<file path="src/rtl/riscv_fwd_unit.sv">
// rtl/riscv_fwd_unit.sv - operand forwarding and load-use hazard control for the 5-stage pipeline
//
// Tracks destination metadata of in-flight instructions in EX, MEM and WB
// slots and selects the EX operand source for rs1/rs2:
//   00 register file, 01 MEM-stage result, 10 WB-stage result.
// Raises a load-use stall toward fetch/decode and counts stall cycles.
//
// Ports:
//   i_clk, i_rstn          clock, asynchronous active-low reset
//   i_fwd_id_*             instruction currently in ID (valid, rs1/rs2 + enables, rd, we, ld)
//   i_fwd_flush            taken branch/jump in EX; instruction entering EX is killed
//   i_fwd_hold             global freeze; all slots keep their value
//   o_fwd_sel_a/b          operand mux selects for the instruction in EX
//   o_fwd_stall            load-use stall (hold PC and IF/ID, bubble into EX)
//   o_fwd_stall_cnt        saturating stall-cycle counter

module riscv_fwd_unit #(
  parameter int RAW  = 5,
  parameter int CNTW = 32
) (
  input  logic            i_clk,
  input  logic            i_rstn,
  input  logic            i_fwd_id_valid,
  input  logic [RAW-1:0]  i_fwd_id_rs1,
  input  logic [RAW-1:0]  i_fwd_id_rs2,
  input  logic            i_fwd_id_rs1_en,
  input  logic            i_fwd_id_rs2_en,
  input  logic [RAW-1:0]  i_fwd_id_rd,
  input  logic            i_fwd_id_we,
  input  logic            i_fwd_id_ld,
  input  logic            i_fwd_flush,
  input  logic            i_fwd_hold,
  output logic [1:0]      o_fwd_sel_a,
  output logic [1:0]      o_fwd_sel_b,
  output logic            o_fwd_stall,
  output logic [CNTW-1:0] o_fwd_stall_cnt
);

  // EX slot
  logic           ex_valid, ex_we, ex_ld, ex_rs1_en, ex_rs2_en;
  logic [RAW-1:0] ex_rd, ex_rs1, ex_rs2;
  // MEM and WB slots; the load flag only matters while in EX (load-use
  // detection), so it is not carried further down the pipe.
  logic           mem_valid, mem_we;
  logic [RAW-1:0] mem_rd;
  logic           wb_valid, wb_we;
  logic [RAW-1:0] wb_rd;

  logic           ex_wr, mem_wr, wb_wr;
  logic           rs1_hit, rs2_hit;
  logic           stall_raw;
  logic           ex_kill;
  logic [CNTW-1:0] cnt_q;

  // x0 is hard-wired zero: a write to it is never a writer.
  assign ex_wr  = ex_valid  & ex_we  & (ex_rd  != '0);
  assign mem_wr = mem_valid & mem_we & (mem_rd != '0);
  assign wb_wr  = wb_valid  & wb_we  & (wb_rd  != '0);

  // MEM is checked first: it holds the youngest value of the register.
  function automatic logic [1:0] pick_src(
    input logic           used,
    input logic [RAW-1:0] rs,
    input logic           mem_w,
    input logic [RAW-1:0] mem_r,
    input logic           wb_w,
    input logic [RAW-1:0] wb_r
  );
    logic [1:0] sel;
    sel = 2'b00;
    if (used && mem_w && (mem_r == rs)) begin
      sel = 2'b01;
    end else if (used && wb_w && (wb_r == rs)) begin
      sel = 2'b10;
    end
    return sel;
  endfunction

  always_comb begin
    o_fwd_sel_a = pick_src(ex_valid & ex_rs1_en, ex_rs1, mem_wr, mem_rd, wb_wr, wb_rd);
    o_fwd_sel_b = pick_src(ex_valid & ex_rs2_en, ex_rs2, mem_wr, mem_rd, wb_wr, wb_rd);
  end

  // Load result is only available after MEM, so a consumer directly behind a
  // load must wait one cycle and then picks the value up from WB.
  assign rs1_hit   = i_fwd_id_rs1_en & (i_fwd_id_rs1 == ex_rd);
  assign rs2_hit   = i_fwd_id_rs2_en & (i_fwd_id_rs2 == ex_rd);
  assign stall_raw = i_fwd_id_valid & ex_wr & ex_ld & (rs1_hit | rs2_hit);

  // Flush kills the consumer anyway; hold freezes everything, so neither
  // reports a stall.
  assign o_fwd_stall = stall_raw & ~i_fwd_flush & ~i_fwd_hold;
  assign ex_kill     = i_fwd_flush | o_fwd_stall | ~i_fwd_id_valid;

  assign o_fwd_stall_cnt = cnt_q;

  always_ff @(posedge i_clk or negedge i_rstn) begin
    if (!i_rstn) begin
      ex_valid  <= 1'b0;
      ex_we     <= 1'b0;
      ex_ld     <= 1'b0;
      ex_rd     <= '0;
      ex_rs1    <= '0;
      ex_rs1_en <= 1'b0;
      ex_rs2    <= '0;
      ex_rs2_en <= 1'b0;
      mem_valid <= 1'b0;
      mem_we    <= 1'b0;
      mem_rd    <= '0;
      wb_valid  <= 1'b0;
      wb_we     <= 1'b0;
      wb_rd     <= '0;
      cnt_q     <= '0;
    end else if (!i_fwd_hold) begin
      wb_valid  <= mem_valid;
      wb_we     <= mem_we;
      wb_rd     <= mem_rd;
      mem_valid <= ex_valid;
      mem_we    <= ex_we;
      mem_rd    <= ex_rd;
      if (ex_kill) begin
        ex_valid  <= 1'b0;
        ex_we     <= 1'b0;
        ex_ld     <= 1'b0;
        ex_rd     <= '0;
        ex_rs1    <= '0;
        ex_rs1_en <= 1'b0;
        ex_rs2    <= '0;
        ex_rs2_en <= 1'b0;
      end else begin
        ex_valid  <= 1'b1;
        ex_we     <= i_fwd_id_we;
        ex_ld     <= i_fwd_id_ld;
        ex_rd     <= i_fwd_id_rd;
        ex_rs1    <= i_fwd_id_rs1;
        ex_rs1_en <= i_fwd_id_rs1_en;
        ex_rs2    <= i_fwd_id_rs2;
        ex_rs2_en <= i_fwd_id_rs2_en;
      end
      if (o_fwd_stall && (cnt_q != '1)) begin
        cnt_q <= cnt_q + 1'b1;
      end
    end
  end

endmodule

</file>
<file path="config.mk">
export PLATFORM = sky130hd
export DESIGN_NAME = riscv_fwd_unit
export DESIGN_NICKNAME = d
export VERILOG_FILES = /design/src/rtl/riscv_fwd_unit.sv
export SDC_FILE = /design/constraint.sdc
export NUM_CORES = 1
export LEC_CHECK = 0
export CAP_MARGIN = 20
export CORE_MARGIN = 4
export CORE_UTILIZATION = 47
export DETAILED_ROUTE_END_ITERATION = 6
export PLACE_DENSITY = 0.84
export SYNTH_ARGS = -nofsm -noshare
export SYNTH_HDL_FRONTEND = slang
export SYNTH_SLANG_ARGS = --single-unit
</file>
<file path="constraint.sdc">
create_clock -name i_clk -period 1.8 [get_ports i_clk]
set_input_delay 0.36 -clock i_clk [delete_from_list [all_inputs] [get_ports i_clk]]
set_output_delay 0.36 -clock i_clk [all_outputs]
set_load 0.01 [all_outputs]
</file>
==> results of run 1 <==
==> synthesized netlist by cell type (4+ instances only) <==
master / count / area share
nand3_1: 10 / 0.016
mux2_2: 16 / 0.056
nor2_1: 13 / 0.015
dfrtp_1: 66 / 0.52
nand2_1: 17 / 0.020
nor3_1: 6 / 0.0094
or4_1: 4 / 0.0094
nand4_1: 21 / 0.041
a22o_1: 19 / 0.052
xnor2_1: 43 / 0.12
and3_1: 6 / 0.012
nor4_1: 7 / 0.014
clkbuf_1: 6 / 0.0070
xor2_1: 15 / 0.041
==> what timing repair did <==
action	4_1_cts	5_1_grt
gates resized for setup	90	50
pin swaps	60	34
endpoints found under the setup margin	58	65
buffers inserted	15	17
gates cloned	2	1
hold endpoints to repair	0	0
==> cell usage in the layout (no fill, tap or decap), drive strengths merged, types with 4 or more instances in the layout <==
master           n
nor2            15
xnor2           43
clkbuf          11
dlygate4sd2     11
nor4             8
buf            114
nand3           11
nand2           17
nor3             6
or4              4
and3             6
a22o            19
mux2            16
clkdlybuf4s50   34
dlymetal6s2s     7
nand4           21
dfrtp           66
xor2            15
==> kinds of logic after synthesis <==
kind of cell | synth area share
DFF | 0.5158
buffers and inverters | 0.01993
xor gates and xnor gates | 0.1587
adders and majority gates | 0.003907
and+or+nand+nor | 0.1634
muxes | 0.05627
AOI/OAI and AO/OA | 0.08206
==> final cells by class <==
type	instances	area, um2
clock buffers	11	131.4
multi-input cells	201	1948
flip-flops and latches	66	1663
well taps	77	96.34
inverters	3	11.26
repair buffers	168	1556
clock inverters	5	55.05
fillers	274	1033
==> metal layers <==
layer / share of wire / global-route usage
met1: 0.38 / 0.3258
met3: 0.071 / 0.06000
met4: 0.056 / 0.1403
met2: 0.49 / 0.4521
met5: 0 / 0
==> state kept, by name, summed over array words and instances (netlist names) <==
signal	cells
o_fwd_stall_cnt	32
ex_rd	5
ex_rs1	5
ex_rs2	5
mem_rd	5
wb_rd	5
ex_ld	1
ex_rs1_en	1
ex_rs2_en	1
ex_valid	1
ex_we	1
mem_valid	1
mem_we	1
wb_valid	1
wb_we	1
==> critical path, delay by kind of cell, from the launching register on <==
kind | cells | cell delay, ns
AND/OR/NAND/NOR | 2 | 0.60
flip-flops | 1 | 0.42
buffers and inverters | 3 | 0.40
AO/OA/AOI/OAI | 1 | 0.23
==> where the power goes <==
group | internal (uW) | switching (uW) | total (uW)
Combinational | 252 | 210 | 462
Sequential | 1540 | 75.4 | 1610
Clock | 637 | 659 | 1300
Total | 2430 | 944 | 3370
==> worst min-delay path by stage <==
stage            from  slack [ns]  cells after the start                              end
2_1_floorplan  i_rstn        0.06                      0                ex_ld$_DFFE_PN0N_
4_1_cts        i_rstn        0.01                      1  o_fwd_stall_cnt[12]$_DFFE_PN0P_
5_1_grt        i_rstn      -0.004                      1  o_fwd_stall_cnt[12]$_DFFE_PN0P_
6_report       i_rstn       -0.03                      1  o_fwd_stall_cnt[12]$_DFFE_PN0P_
3_5_place_dp   i_rstn        0.38                      1             ex_rd[1]$_DFFE_PN0N_
3_3_place_gp   i_rstn        0.37                      1             ex_rd[1]$_DFFE_PN0N_
==> per-stage QoR <==
| step | hold WS, ns | utilization |
|---|---|---|
| floorplan | 0.06441 | - |
| global placement | 0.3706 | 0.6910 |
| detailed placement | 0.3753 | 0.6910 |
| CTS | 0.01127 | 0.7827 |
| global route | -0.004059 | 0.8409 |
| finish | -0.02872 | 0.8409 |
==> results.sh, run 1 <==
export IMPL_status="finished, violations left"
export IMPL_violations="hold timing, setup timing"
export IMPL_reg2reg_depth=8
export IMPL_ant_nets=0
export IMPL_drtPass1Iterations=5
export IMPL_crit_end="o_fwd_sel_a[0]"
export IMPL_hold_buffers=0
export IMPL_antennaDiodeCount=0
export IMPL_startpoint_type="flop"
export IMPL_stdcell_count=531
export IMPL_hold_class="in -> async"
export IMPL_critical_path_arrival_ns=2.01
export IMPL_place_ws_ns=-0.7287
export IMPL_drt_wirelength_per_cell_um=25.73
export IMPL_fin_tns_setup_ns=-10.49
export IMPL_cts_sinks=66
export IMPL_dr_total_vias=3389
export IMPL_ys_async_sr_fraction=1.000
export IMPL_critPathMaxFanout=2
export IMPL_synthCells=277
export IMPL_numCtsBuffers=9
export IMPL_fin_worst_skew_ns=0.01678
export IMPL_regToRegEndpoint="o_fwd_stall_cnt[22]$_DFFE_PN0P_"
export IMPL_dp_cells=481
export IMPL_power_density_nw_per_um2=617.0
export IMPL_r2r_slack_ns=-0.36
export IMPL_antenna_found_initial=0
export IMPL_clk_pin_slew_worst_paths_ns=0.09
export IMPL_cts_buffer_depth=2
export IMPL_drtIter0Drc=357
export IMPL_drc=0
export IMPL_synth_edf_count=0
export IMPL_grt_max_degree=35
export IMPL_core_rowCount=29
export IMPL_synth_flop_cell="dfrtp_1"
export IMPL_port_buffers=60
export IMPL_slew_headroom=0.4353
export IMPL_drive_gt1_frac=0.4736
export IMPL_max_freq_ghz=0.4225
export IMPL_core_area_um2=6495
export IMPL_leakagePower_uw=0.002704
export IMPL_power_total_uw=3370
export IMPL_hold_ws_ns=-0.02872
export IMPL_end_kind="output port"
export IMPL_grt_usage=0.2704
export IMPL_syn_avg_cell_area_um2=11.56
export IMPL_syn_area_um2=3202
export IMPL_drv_slew=0
export IMPL_cts_tree="done"
export IMPL_vdd_ir_drop_worst_v=0.0006196
export IMPL_die_y_um=90.54
export IMPL_grt_pass1_wl_mm=17.40
export IMPL_dp_hpwl_mm=6.336
export IMPL_drv_cap=0
export IMPL_ys_seq_elements=66
export IMPL_start_util=0.4930
export IMPL_path_cells="or4_4 > o211ai_1 > buf_4 > nor4_2 > buf_4 > buf_6"
export IMPL_num_io_pins=61
export IMPL_avgViaCountPerCell=6.382
export IMPL_placed_area_um2=4488
export IMPL_ys_types=36
export IMPL_cp_slowest_cell="or4_4"
export IMPL_syn_to_final_growth_pct=70.57
export IMPL_cpMostUsedCell="buf_4"
export IMPL_die_x_um=90.54
export IMPL_fin_ws_ns=-0.5667
export IMPL_worst_pin_slew_ns=0.8415
export IMPL_grt_ovfl_total=0
export IMPL_setup_viol=51
export IMPL_fin_nets=474
export IMPL_die_area_um2=8197
export IMPL_crit_path_start="mem_rd[1]$_DFFE_PN0N_"
export IMPL_required_ns=1.44
export IMPL_fin_crit_ns=2.367
export IMPL_yosysSeqAreaShare=0.5158
export IMPL_grt_pass1_vias=3361
export IMPL_r2r_start="o_fwd_stall_cnt[1]$_DFFE_PN0P_"
export IMPL_grt_setup_unrepaired="yes"
export IMPL_insertion_delay_ns=0.36
export IMPL_yosys_warnings=0
export IMPL_finalCritPeriodShare=1.315
export IMPL_cts_max_level=3
export IMPL_cpPeakStageDelay_ns=0.56
export IMPL_syn_nets=302
export IMPL_final_area_um2=5461
export IMPL_finalHoldViolCount=19
export IMPL_root_buffer="clkbuf_8"
export IMPL_drt_wl_total_mm=13.66
export IMPL_path_class="reg -> out"
export IMPL_gp_congestion=0.8830
Power figures use the tool's default switching activity.
==> run 2: changes to the inputs <==
PLACE_DENSITY = 0.76   (was 0.84)
==> results.sh, run 2 (same netlist as run 1, synthesis figures left out) <==
export IMPL_fin_tns_setup_ns=-5.439
export IMPL_avgViaCountPerCell=5.857
export IMPL_slew_headroom=0.4481
export IMPL_crit_path_start="wb_rd[1]$_DFFE_PN0N_"
export IMPL_drv_cap=0
export IMPL_fin_nets=474
export IMPL_fin_ws_ns=-0.5307
export IMPL_cts_tree="done"
export IMPL_drt_wl_total_mm=11.46
export IMPL_num_io_pins=61
export IMPL_root_buffer="clkbuf_8"
export IMPL_hold_buffers=0
export IMPL_final_core_utilization=0.8382
export IMPL_leakagePower_uw=0.002707
export IMPL_grt_setup_unrepaired="yes"
export IMPL_power_total_uw=3286
export IMPL_die_x_um=90.54
export IMPL_fin_worst_skew_ns=0.01684
export IMPL_fin_crit_ns=2.331
export IMPL_insertion_delay_ns=0.36
export IMPL_nFillCells=305
export IMPL_status="finished, violations left"
export IMPL_core_area_um2=6495
export IMPL_grt_max_degree=67
export IMPL_end_kind="output port"
export IMPL_final_common_cell="buf_4"
export IMPL_grt_pass1_vias=3082
export IMPL_path_class="reg -> out"
export IMPL_die_y_um=90.54
export IMPL_start_util=0.4930
export IMPL_numCtsBuffers=9
export IMPL_drt_wirelength_per_cell_um=21.57
export IMPL_cp_slowest_cell="or4_4"
export IMPL_cts_sinks=66
export IMPL_core_rowCount=29
export IMPL_drtPass1Iterations=4
export IMPL_final_area_um2=5444
export IMPL_required_ns=1.44
export IMPL_startpoint_type="flop"
export IMPL_largest_register_ffs=32
export IMPL_power_density_nw_per_um2=603.7
export IMPL_hold_class="in -> async"
export IMPL_cpPeakStageDelay_ns=0.58
export IMPL_setup_viol=38
export IMPL_worst_pin_slew_ns=0.8223
export IMPL_place_ws_ns=-0.7167
export IMPL_cts_max_level=3
export IMPL_drv_slew=0
export IMPL_r2r_start="o_fwd_stall_cnt[1]$_DFFE_PN0P_"
export IMPL_finalHoldViolCount=2
export IMPL_antenna_found_initial=0
export IMPL_drive_gt1_frac=0.4934
export IMPL_grt_usage=0.2403
export IMPL_violations="hold timing, setup timing"
export IMPL_dr_total_vias=3110
export IMPL_vdd_ir_drop_worst_v=0.0006811
export IMPL_drtIter0Drc=169
export IMPL_path_cells="buf_4 > xnor2_2 > nand4_1 > or4_4 > nor2_4 > buf_6"
export IMPL_clk_pin_slew_worst_paths_ns=0.07
export IMPL_critical_path_arrival_ns=1.97
export IMPL_antennaDiodeCount=0
export IMPL_syn_to_final_growth_pct=70.03
export IMPL_ant_nets=0
export IMPL_mostFrequentLayoutCells="buf_4 (96), dfrtp_1 (56), clkdlybuf4s50_1 (34)"
export IMPL_die_area_um2=8197
export IMPL_grt_ovfl_total=0
export IMPL_critPathMaxFanout=3
export IMPL_drc=0
export IMPL_finalCritPeriodShare=1.295
export IMPL_cts_buffer_depth=2
export IMPL_gp_congestion=0.8257
export IMPL_dp_hpwl_mm=6.059
export IMPL_hold_ws_ns=-0.002304
export IMPL_grt_pass1_wl_mm=15.62
export IMPL_port_buffers=60
export IMPL_placed_area_um2=4463
export IMPL_max_freq_ghz=0.4291
==> run 2: cell count changes in the layout (fill, tap and decap cells not counted), moves of 3 or more <==
cell and change:
buf_12 -3, buf_4 +9, buf_6 -4, clkbuf_8 +3, xnor2_1 -6, xnor2_2 +7
==> run 2: final timing paths <==
check                                                   to  slack (ns)  cells past startpoint
min in group i_clk                   ex_rs2[2]$_DFFE_PN0N_        0.43                      2
max in group asynchronous   o_fwd_stall_cnt[0]$_DFFE_PN0P_        1.47                      2
hold / removal                       mem_rd[3]$_DFFE_PN0N_      -0.002                      2
hold reg to reg            o_fwd_stall_cnt[31]$_DFFE_PN0P_        0.51                      1
setup reg to reg           o_fwd_stall_cnt[22]$_DFFE_PN0P_       -0.24                      8
setup / recovery                            o_fwd_sel_a[1]       -0.53                      6
==> run 2: layout make-up <==
| type | count | area, um2 | area share |
|---|---|---|---|
| Tap cell | 77 | 96.34 | 0.01770 |
| Clock inverter | 2 | 10.01 | 0.001839 |
| Clock buffer | 14 | 172.7 | 0.03172 |
| Sequential cell | 66 | 1664 | 0.3057 |
| Timing Repair Buffer | 169 | 1496 | 0.2749 |
| Inverter | 3 | 11.26 | 0.002068 |
| Multi-Input combinational cell | 200 | 1993 | 0.3661 |
==> run 2: critical path, delay by kind of cell, from the launching register on <==
family | cells | cell delay [ns]
simple gates | 3 | 0.82
flops | 1 | 0.41
buf+inv | 2 | 0.27
xor+xnor | 1 | 0.13
==> run 2: routing by layer <==
layer | GRT usage | share of wire | vias to the layer above
met5 | 0 | 0 | -
met4 | 0.08929 | 0.031 | 0
met3 | 0.05500 | 0.050 | 31
met2 | 0.3947 | 0.50 | 129
met1 | 0.3095 | 0.42 | 1594
li1 | - | - | 1356
==> run 2: power by group <==
part | leakage (uW) | switching [uW] | internal, uW
Combinational | 0.00173 | 215 | 262
Sequential | 0.000878 | 65.7 | 1540
Clock | 0.0000965 | 595 | 611
Total | 0.00271 | 876 | 2410
==> run 2: what timing repair did <==
item | CTS | global route
buffers inserted | 16 | 17
gates resized for setup | 71 | 74
cloned | 1 | 0
endpoints found under the setup margin | 57 | 59
pin swaps | 28 | 56
==> run 2: per-stage QoR <==
step	cells	hold WS (ns)
after floorplan	277	0.06441
after global placement	481	0.3963
after detailed placement	481	0.4014
after CTS	514	0.03877
after global routing	531	0.03569
final	531	-0.002304
